## src/rtl/alt_mem_ddrx_burst_sched_pkg.sv

```systemverilog
// Package for the burst consume scheduler.
//   - FSM state encodings (IDLE, WAIT_DATA) as plain logic constants so the
//     state register stays a simple vector in netlists and waveforms.
//   - clog2 helper used to size FIFO pointers and counters.
// Optional feature macro used elsewhere in this slice:
//   ALT_MEM_DDRX_BURST_SCHED_STALL_TIMEOUT_EN
package alt_mem_ddrx_burst_sched_pkg;

    localparam logic [0:0] ST_IDLE      = 1'b0;
    localparam logic [0:0] ST_WAIT_DATA = 1'b1;

    // Ceiling log2, with a minimum result of 1 so it can size a vector.
    function automatic int clog2(input int value);
        int result;
        int remain;
        result = 0;
        remain = value - 1;
        while (remain > 0) begin
            result = result + 1;
            remain = remain >> 1;
        end
        if (result < 1) begin
            result = 1;
        end
        return result;
    endfunction

endpackage

```

## src/rtl/alt_mem_ddrx_burst_consume_sched_if.sv

```systemverilog
// Bus between the write command issue path / burst tracker and the burst
// consume scheduler.
//   cmd_valid/cmd_ready/cmd_size      : write command handshake
//   burst_pending_burstcount          : pending data bursts from the tracker
//   burst_consumed_valid/_burstcount  : consume pulse back to the tracker
//   sched_busy, err_zero_size, stall_err : status
// Modports:
//   slave  - the scheduler
//   master - whoever issues commands and models the tracker
interface alt_mem_ddrx_burst_consume_sched_if #(
    parameter int TRACK_W = 7,
    parameter int SIZE_W  = 4
);
    logic               cmd_valid;
    logic               cmd_ready;
    logic [SIZE_W-1:0]  cmd_size;
    logic [TRACK_W-1:0] burst_pending_burstcount;
    logic               burst_consumed_valid;
    logic [SIZE_W-1:0]  burst_counsumed_burstcount;
    logic               sched_busy;
    logic               err_zero_size;
    logic               stall_err;

    modport slave (
        input  cmd_valid,
        input  cmd_size,
        input  burst_pending_burstcount,
        output cmd_ready,
        output burst_consumed_valid,
        output burst_counsumed_burstcount,
        output sched_busy,
        output err_zero_size,
        output stall_err
    );

    modport master (
        output cmd_valid,
        output cmd_size,
        output burst_pending_burstcount,
        input  cmd_ready,
        input  burst_consumed_valid,
        input  burst_counsumed_burstcount,
        input  sched_busy,
        input  err_zero_size,
        input  stall_err
    );
endinterface

```

## src/rtl/alt_mem_ddrx_sched_fifo.sv

```systemverilog
// Synchronous command FIFO holding per-command burst sizes.
// Ports:
//   clk, srst      : clock, synchronous active-high reset
//   push, push_data: write request (ignored while full, even if popping)
//   pop            : remove head entry (ignored while empty)
//   full, empty    : occupancy flags
//   count          : current number of entries
//   head_data      : head-of-queue entry, valid whenever !empty
module alt_mem_ddrx_sched_fifo
    import alt_mem_ddrx_burst_sched_pkg::*;
#(
    parameter int WIDTH = 4,
    parameter int DEPTH = 8
) (
    input  logic                      clk,
    input  logic                      srst,
    input  logic                      push,
    input  logic [WIDTH-1:0]          push_data,
    input  logic                      pop,
    output logic                      full,
    output logic                      empty,
    output logic [clog2(DEPTH):0]     count,
    output logic [WIDTH-1:0]          head_data
);

    localparam int PTR_W = clog2(DEPTH);

    logic [WIDTH-1:0] mem [DEPTH];
    logic [PTR_W-1:0] wr_ptr_reg;
    logic [PTR_W-1:0] rd_ptr_reg;
    logic [PTR_W:0]   count_reg;
    logic             push_ok;
    logic             pop_ok;

    assign full    = (count_reg == (PTR_W+1)'(DEPTH));
    assign empty   = (count_reg == '0);
    assign count   = count_reg;
    // Full is judged on the registered count, so a pop in the same cycle
    // never makes room for a push.
    assign push_ok = push & ~full;
    assign pop_ok  = pop & ~empty;

    // The head is read straight from the storage array so a newly pushed
    // entry can be evaluated in the very next cycle.
    assign head_data = mem[rd_ptr_reg];

    always_ff @(posedge clk) begin
        if (push_ok) begin
            mem[wr_ptr_reg] <= push_data;
        end
    end

    always_ff @(posedge clk) begin
        if (srst) begin
            wr_ptr_reg <= '0;
            rd_ptr_reg <= '0;
            count_reg  <= '0;
        end else begin
            if (push_ok) begin
                wr_ptr_reg <= wr_ptr_reg + 1'b1;
            end
            if (pop_ok) begin
                rd_ptr_reg <= rd_ptr_reg + 1'b1;
            end
            case ({push_ok, pop_ok})
                2'b10:   count_reg <= count_reg + 1'b1;
                2'b01:   count_reg <= count_reg - 1'b1;
                default: count_reg <= count_reg;
            endcase
        end
    end

endmodule

```

## src/rtl/alt_mem_ddrx_burst_consume_sched.sv

```systemverilog
// Burst consume scheduler: queues write commands with their size in local
// bursts and releases one consume pulse per command once the burst tracker
// reports enough pending data bursts.
// Ports:
//   ctl_clk, ctl_reset : controller clock, synchronous active-high reset
//   bus (slave)        : command handshake, tracker pending count in,
//                        consume pulse out, busy / zero-size / stall status
// Optional feature, enabled by defining ALT_MEM_DDRX_BURST_SCHED_STALL_TIMEOUT_EN:
//   a stall counter that sets a sticky stall_err after CFG_STALL_TIMEOUT
//   WAIT_DATA cycles without a pop. When undefined, stall_err is 0 and the
//   CFG_STALL_TIMEOUT parameter does not exist.
module alt_mem_ddrx_burst_consume_sched
    import alt_mem_ddrx_burst_sched_pkg::*;
#(
    parameter int CFG_BURSTCOUNT_TRACKING_WIDTH = 7,
    parameter int CFG_INT_SIZE_WIDTH            = 4,
    parameter int CFG_CMD_FIFO_DEPTH            = 8
`ifdef ALT_MEM_DDRX_BURST_SCHED_STALL_TIMEOUT_EN
    ,
    parameter int CFG_STALL_TIMEOUT             = 256
`endif
) (
    input  logic                                ctl_clk,
    input  logic                                ctl_reset,
    alt_mem_ddrx_burst_consume_sched_if.slave   bus
);

    localparam int TRACK_W = CFG_BURSTCOUNT_TRACKING_WIDTH;
    localparam int SIZE_W  = CFG_INT_SIZE_WIDTH;
    localparam int CNT_W   = clog2(CFG_CMD_FIFO_DEPTH) + 1;

    logic               fifo_full;
    logic               fifo_empty;
    logic [CNT_W-1:0]   fifo_count;
    logic [SIZE_W-1:0]  fifo_head;

    logic [0:0]         state_reg;
    logic [0:0]         state_next;
    logic               consume_valid_reg;
    logic [SIZE_W-1:0]  consume_count_reg;
    logic               err_zero_reg;

    logic               push_ok;
    logic               eval;
    logic               pop;
    logic               head_zero;
    logic [TRACK_W-1:0] head_ext;
    logic [TRACK_W-1:0] consumed_amt;
    logic [TRACK_W:0]   avail_wide;
    logic [TRACK_W-1:0] avail;

    alt_mem_ddrx_sched_fifo #(
        .WIDTH (SIZE_W),
        .DEPTH (CFG_CMD_FIFO_DEPTH)
    ) u_cmd_fifo (
        .clk       (ctl_clk),
        .srst      (ctl_reset),
        .push      (bus.cmd_valid),
        .push_data (bus.cmd_size),
        .pop       (pop),
        .full      (fifo_full),
        .empty     (fifo_empty),
        .count     (fifo_count),
        .head_data (fifo_head)
    );

    assign push_ok = bus.cmd_valid & ~fifo_full;

    // The tracker only sees our consume pulse one cycle later, so the
    // pulse currently on the wire is subtracted here. Without this, two
    // back-to-back commands could both claim the same pending bursts.
    assign consumed_amt = consume_valid_reg ? TRACK_W'(consume_count_reg) : '0;
    assign avail_wide   = {1'b0, bus.burst_pending_burstcount} - {1'b0, consumed_amt};
    assign avail        = avail_wide[TRACK_W] ? '0 : avail_wide[TRACK_W-1:0];

    assign head_ext  = TRACK_W'(fifo_head);
    assign head_zero = (fifo_head == '0);

    // WAIT_DATA is entered in the same edge that writes the first entry,
    // so the head is evaluated the cycle after acceptance and the consume
    // pulse lands two cycles after the command was accepted.
    assign eval = (state_reg == ST_WAIT_DATA) && !fifo_empty;
    assign pop  = eval && (head_zero || (avail >= head_ext));

    // Next state tracks whether the queue will still hold entries after
    // this cycle's push and pop.
    always_comb begin
        state_next = ST_IDLE;
        if (push_ok
            || (fifo_count > CNT_W'(1))
            || ((fifo_count == CNT_W'(1)) && !pop)) begin
            state_next = ST_WAIT_DATA;
        end
    end

    always_ff @(posedge ctl_clk) begin
        if (ctl_reset) begin
            state_reg         <= ST_IDLE;
            consume_valid_reg <= 1'b0;
            consume_count_reg <= '0;
            err_zero_reg      <= 1'b0;
        end else begin
            state_reg         <= state_next;
            consume_valid_reg <= pop && !head_zero;
            consume_count_reg <= (pop && !head_zero) ? fifo_head : '0;
            err_zero_reg      <= pop && head_zero;
        end
    end

`ifdef ALT_MEM_DDRX_BURST_SCHED_STALL_TIMEOUT_EN
    localparam int TO_W = clog2(CFG_STALL_TIMEOUT + 1);

    logic [TO_W-1:0] stall_cnt_reg;
    logic            stall_reg;

    // Counts consecutive WAIT_DATA cycles without a pop; saturates at the
    // timeout so it cannot wrap while the head stays starved.
    always_ff @(posedge ctl_clk) begin
        if (ctl_reset) begin
            stall_cnt_reg <= '0;
            stall_reg     <= 1'b0;
        end else if ((state_reg == ST_WAIT_DATA) && !pop) begin
            if (stall_cnt_reg != TO_W'(CFG_STALL_TIMEOUT)) begin
                stall_cnt_reg <= stall_cnt_reg + 1'b1;
            end
            if (stall_cnt_reg == TO_W'(CFG_STALL_TIMEOUT - 1)) begin
                stall_reg <= 1'b1;
            end
        end else begin
            stall_cnt_reg <= '0;
        end
    end

    assign bus.stall_err = stall_reg;
`else
    assign bus.stall_err = 1'b0;
`endif

    assign bus.cmd_ready                  = ~fifo_full;
    assign bus.burst_consumed_valid       = consume_valid_reg;
    assign bus.burst_counsumed_burstcount = consume_count_reg;
    assign bus.err_zero_size              = err_zero_reg;
    assign bus.sched_busy                 = (state_reg == ST_WAIT_DATA) | consume_valid_reg;

endmodule

```

## src/flat_wrapper.sv

```systemverilog
// flat-port wrapper written by rule: the top's interface ports become plain ports
module alt_mem_ddrx_burst_consume_sched_flat import alt_mem_ddrx_burst_sched_pkg::*;
#(
    parameter int CFG_BURSTCOUNT_TRACKING_WIDTH = 7,
    parameter int CFG_INT_SIZE_WIDTH            = 4,
    parameter int CFG_CMD_FIFO_DEPTH            = 8

)
  (ctl_clk, ctl_reset, bus_cmd_valid, bus_cmd_size, bus_burst_pending_burstcount, bus_cmd_ready, bus_burst_consumed_valid, bus_burst_counsumed_burstcount, bus_sched_busy, bus_err_zero_size, bus_stall_err);
  alt_mem_ddrx_burst_consume_sched_if #(.TRACK_W((7)), .SIZE_W((4))) bus_i ();
  input  logic ctl_clk;
  input  logic ctl_reset;
  input wire logic [$bits(bus_i.cmd_valid)-1:0] bus_cmd_valid;
  input wire logic [$bits(bus_i.cmd_size)-1:0] bus_cmd_size;
  input wire logic [$bits(bus_i.burst_pending_burstcount)-1:0] bus_burst_pending_burstcount;
  output wire logic [$bits(bus_i.cmd_ready)-1:0] bus_cmd_ready;
  output wire logic [$bits(bus_i.burst_consumed_valid)-1:0] bus_burst_consumed_valid;
  output wire logic [$bits(bus_i.burst_counsumed_burstcount)-1:0] bus_burst_counsumed_burstcount;
  output wire logic [$bits(bus_i.sched_busy)-1:0] bus_sched_busy;
  output wire logic [$bits(bus_i.err_zero_size)-1:0] bus_err_zero_size;
  output wire logic [$bits(bus_i.stall_err)-1:0] bus_stall_err;
  assign bus_i.cmd_valid = bus_cmd_valid;
  assign bus_i.cmd_size = bus_cmd_size;
  assign bus_i.burst_pending_burstcount = bus_burst_pending_burstcount;
  assign bus_cmd_ready = bus_i.cmd_ready;
  assign bus_burst_consumed_valid = bus_i.burst_consumed_valid;
  assign bus_burst_counsumed_burstcount = bus_i.burst_counsumed_burstcount;
  assign bus_sched_busy = bus_i.sched_busy;
  assign bus_err_zero_size = bus_i.err_zero_size;
  assign bus_stall_err = bus_i.stall_err;
  alt_mem_ddrx_burst_consume_sched #(.CFG_BURSTCOUNT_TRACKING_WIDTH(CFG_BURSTCOUNT_TRACKING_WIDTH), .CFG_INT_SIZE_WIDTH(CFG_INT_SIZE_WIDTH), .CFG_CMD_FIFO_DEPTH(CFG_CMD_FIFO_DEPTH)) u_core (.ctl_clk(ctl_clk), .ctl_reset(ctl_reset), .bus(bus_i));
endmodule
```

## config.mk

```make
export PLATFORM = sky130hd
export DESIGN_NAME = alt_mem_ddrx_burst_consume_sched_flat
export DESIGN_NICKNAME = d
export VERILOG_FILES = /design/src/rtl/alt_mem_ddrx_burst_sched_pkg.sv /design/src/rtl/alt_mem_ddrx_burst_consume_sched_if.sv /design/src/rtl/alt_mem_ddrx_sched_fifo.sv /design/src/rtl/alt_mem_ddrx_burst_consume_sched.sv /design/src/flat_wrapper.sv
export SDC_FILE = /design/constraint.sdc
export NUM_CORES = 1
export LEC_CHECK = 0
export BUFFER_PORTS_ARGS = -buffer_cell sky130_fd_sc_hd__buf_2
export CAP_MARGIN = 25
export CORE_ASPECT_RATIO = 1.2
export CORE_MARGIN = 3
export CORE_UTILIZATION = 50
export CTS_CLUSTER_SIZE = 20
export DETAILED_ROUTE_END_ITERATION = 12
export GPL_TIMING_DRIVEN = 0
export PLACE_DENSITY = 0.66
export SYNTH_ARGS = -nofsm -noshare
export SYNTH_HDL_FRONTEND = slang
export SYNTH_SLANG_ARGS = --single-unit
```

## constraint.sdc

```tcl
create_clock -name ctl_clk -period 4.85 [get_ports ctl_clk]
set_clock_uncertainty 0.05 [all_clocks]
set_input_delay 0.97 -clock ctl_clk [delete_from_list [all_inputs] [get_ports ctl_clk]]
set_output_delay 0.97 -clock ctl_clk [all_outputs]
set_load 0.02 [all_outputs]
```

==> qor.yml <==
clock_tree:
  path_clk_slew_ns: 0.09
  cts_hold_buf: 0
  clkLatencyLatePin_ns: 0.30
  htree_levels: 2
  cts_root_buffer: "clkbuf_8"
  clock-sinks: 52
  cts_setup_buffers: 0
  cts.repair.resized: 0
  clockBufferDepth: 2
  cts_tree: "built"
  cts_inserted_buffers: 5
layout:
  final_area_sq_um: 2880
  seqCellArea_sq_um: 1360
  largest_reg_flops: 32
  fin_cells: 291
  antenna_cells: 0
  n_fill_cell: 400
  fin_nets: 261
  area_delta_synth_final_pct: 13.2
  layout-drive-gt1-share_pct: 19.3
  multi_input_area_sq_um: 1110
critical_path:
  crit_path_frequent_cell: "ha_1"
  cp.arrival_ns: 4.21
  cp_cell_sequence: "buf_2 > ha_1 > a21o_1 > a21o_1 > nand2_1 > nand2_1 > nand2b_1 > ha_1 > nand2b_1 > a211oi_1 > o21ai_0 > a211oi_4 > a21oi_4 > ha_1 > or3_1 > a21oi_1"
  crit_required_ns: 5.03
  worstSetupStartpointType: "primary input"
  path_max_fanout: 6
  end_kind: "register"
  slowest_delay_ns: 0.39
  critPathKind: "primary input to register"
  cp_slowest_cell: "ha_1"
floorplanning:
  die_h_um: 84.1
  io_pins: 23
  fp-row-count: 27
  chipWidth_um: 71.1
  start_util_pct: 53.3
  core-area_sq_um: 4760
  die-area_sq_um: 5980
routing:
  wire_per_inst_um: 15.1
  drt-total-wl_mm: 4.40
  drt_iter0_markers: 52
  drt-vias-per-instance: 5.51
  drc: 0
  dr.pass1.iters: 4
  drt.antenna.violating_nets: 0
  vias: 1603
logic_synthesis:
  synth_flop_cell: "edfxtp_1"
  synth_edf_count: 32
  synth_top_family_by_area: "simple AND/OR/NAND/NOR gates"
  synth_top_area_cell: "edfxtp_1"
  yosysSeqAreaShare_pct: 53.6
  synth.net_count: 233
  synth_top_area_share_pct: 37.8
  synth_area_sq_um: 2540
  syn_avg_cell_area_sq_um: 12.5
  synth-async-reset-ratio_pct: 0
  synthSimpleGateAreaFrac_pct: 15.2
  synth_seq_cells: 52
  synthMuxAreaShare_pct: 12.1
  ys_types: 49
  synth_xor_xnor_area_share_pct: 2.07
  synth_cells: 204
  synth-compound-area-share_pct: 6.40
  synthAdderAreaFrac_pct: 7.68
  yosys-top-cells-area: "edfxtp_1, dfxtp_1, mux2i_1"
  synthTopCellsByCount: "edfxtp_1, dfxtp_1, mux2i_1, nor2_1, nand3_1"
  yosysMostFrequentCell: "edfxtp_1"
  yosysWarnings: 0
sta:
  tns_ns: 0
  slew_headroom_pct: 42.2
  maxSlewViolCount: 0
  fin_crit_sh_pct: 83.0
  worst_slew_pin_slew_ns: 0.859
  worst_slack_ns: 0.824
  post-route-min-period_ns: 4.03
  finalSetupViolCount: 0
  hold_violations: 0
  fmax_ghz: 0.248
  grt_setup_unrepaired: "false"
global_routing:
  antenna_found_initial: 0
  grt_pass1_wl_mm: 7.84
  grt_max_degree: 17
  gr-total-overflow: 0
  grt_pass1_vias: 1724
  grt_usage_pct: 16.6
placed_design:
  dpl.hpwl_mm: 3.46
  dp.cells: 283
  pre_cts_slack_ns: 0.529
  gp_congestion: 0.794
  placed_cell_area_sq_um: 2720
  port-buffer-count: 21
worst_hold_path:
  hold_class: "register to register"
run:
  drv_cap: 0
run_status:
  run_status: "finished, final reports clean"
power:
  power_leakage_nw: 1.06
  power_w: 0.00123
  p_per_area_nw_per_um2: 427
  max-vdd-ir-drop_mv: 0.239
layout by cell type, fill, tap and decap left out, types with 2 or more instances in the layout:
cell type,instances
a21oi_1,6
clkbuf_8,5
xor2_1,4
a211oi_1,2
a21o_1,2
mux2_1,3
nor2_1,18
mux4_2,3
or3_1,2
nand2b_1,6
nand2_1,10
nor3_1,6
dfxtp_1,20
ha_1,14
xnor2_1,2
inv_1,6
nor4_1,2
mux2i_1,18
buf_2,21
nand3_1,15
and2_1,2
o21ai_0,3
bufinv_16,3
edfxtp_1,32
cells by family after synthesis:
kind of cell,after synthesis
simple gates,72
flops,52
mux,25
compound gates,21
fa+ha+maj,15
buf+inv,12
xor+xnor,6
other cells,1
where the power goes:
part	switching, W	internal, W
logic	0.000162	0.000125
registers	0.0000365	0.000510
clock network	0.000137	0.000258
total	0.000335	0.000892
layout make-up:
type                    instances  area share (%)
flip-flops and latches         52            47.3
multi-input cells             140            38.5
repair buffers                 21            3.65
clock inverters                 3            3.13
well taps                      58            2.52
clock buffers                   5            2.39
plain buffers                   4            1.48
inverters                       8            1.04
worst max-delay path: cells and delay by family:
kind | cells | cell delay (ns)
AO/OA/AOI/OAI | 7 | 1.40
adder cells (fa/ha/maj) | 3 | 0.89
buffers and inverters | 1 | 0.12
AND/OR/NAND/NOR | 5 | 0.81
metrics by stage:
step | util [%] | hold WS, ns
3_5_place_dp | 57.1 | 0.475
2_1_floorplan | - | 0.417
3_3_place_gp | 57.1 | 0.463
6_report | 60.4 | 0.492
5_1_grt | 60.4 | 0.527
4_1_cts | 60.4 | 0.497
per-layer routing:
layer  vias to the layer above  part of all wire [%]  GRT usage, %  wire length (um)
met5                         -                     0             0                 0
met4                         0                   1.2          4.44                52
met3                         6                   3.8          4.10               167
met2                        31                    53          29.4              2340
met1                       761                    42          19.7              1840
li1                        805                     -             -                 -
final timing paths:
| check | startpoint | endpoint | slack, ns | depth (start not counted) |
|---|---|---|---|---|
| worst max register to register | u_core.bus.burst_consumed_valid | u_core.u_cmd_fifo.count[2] | 1.03 | 16 |
| worst min register to register | u_core.u_cmd_fifo.rd_ptr_reg[1] | u_core.u_cmd_fifo.rd_ptr_reg[1] | 0.49 | 2 |
| worst min-delay path | u_core.u_cmd_fifo.rd_ptr_reg[1] | u_core.u_cmd_fifo.rd_ptr_reg[1] | 0.49 | 2 |
| worst max-delay path | bus_burst_pending_burstcount[1] | u_core.u_cmd_fifo.count[2] | 0.82 | 16 |
Power figures use the tool's default switching activity.
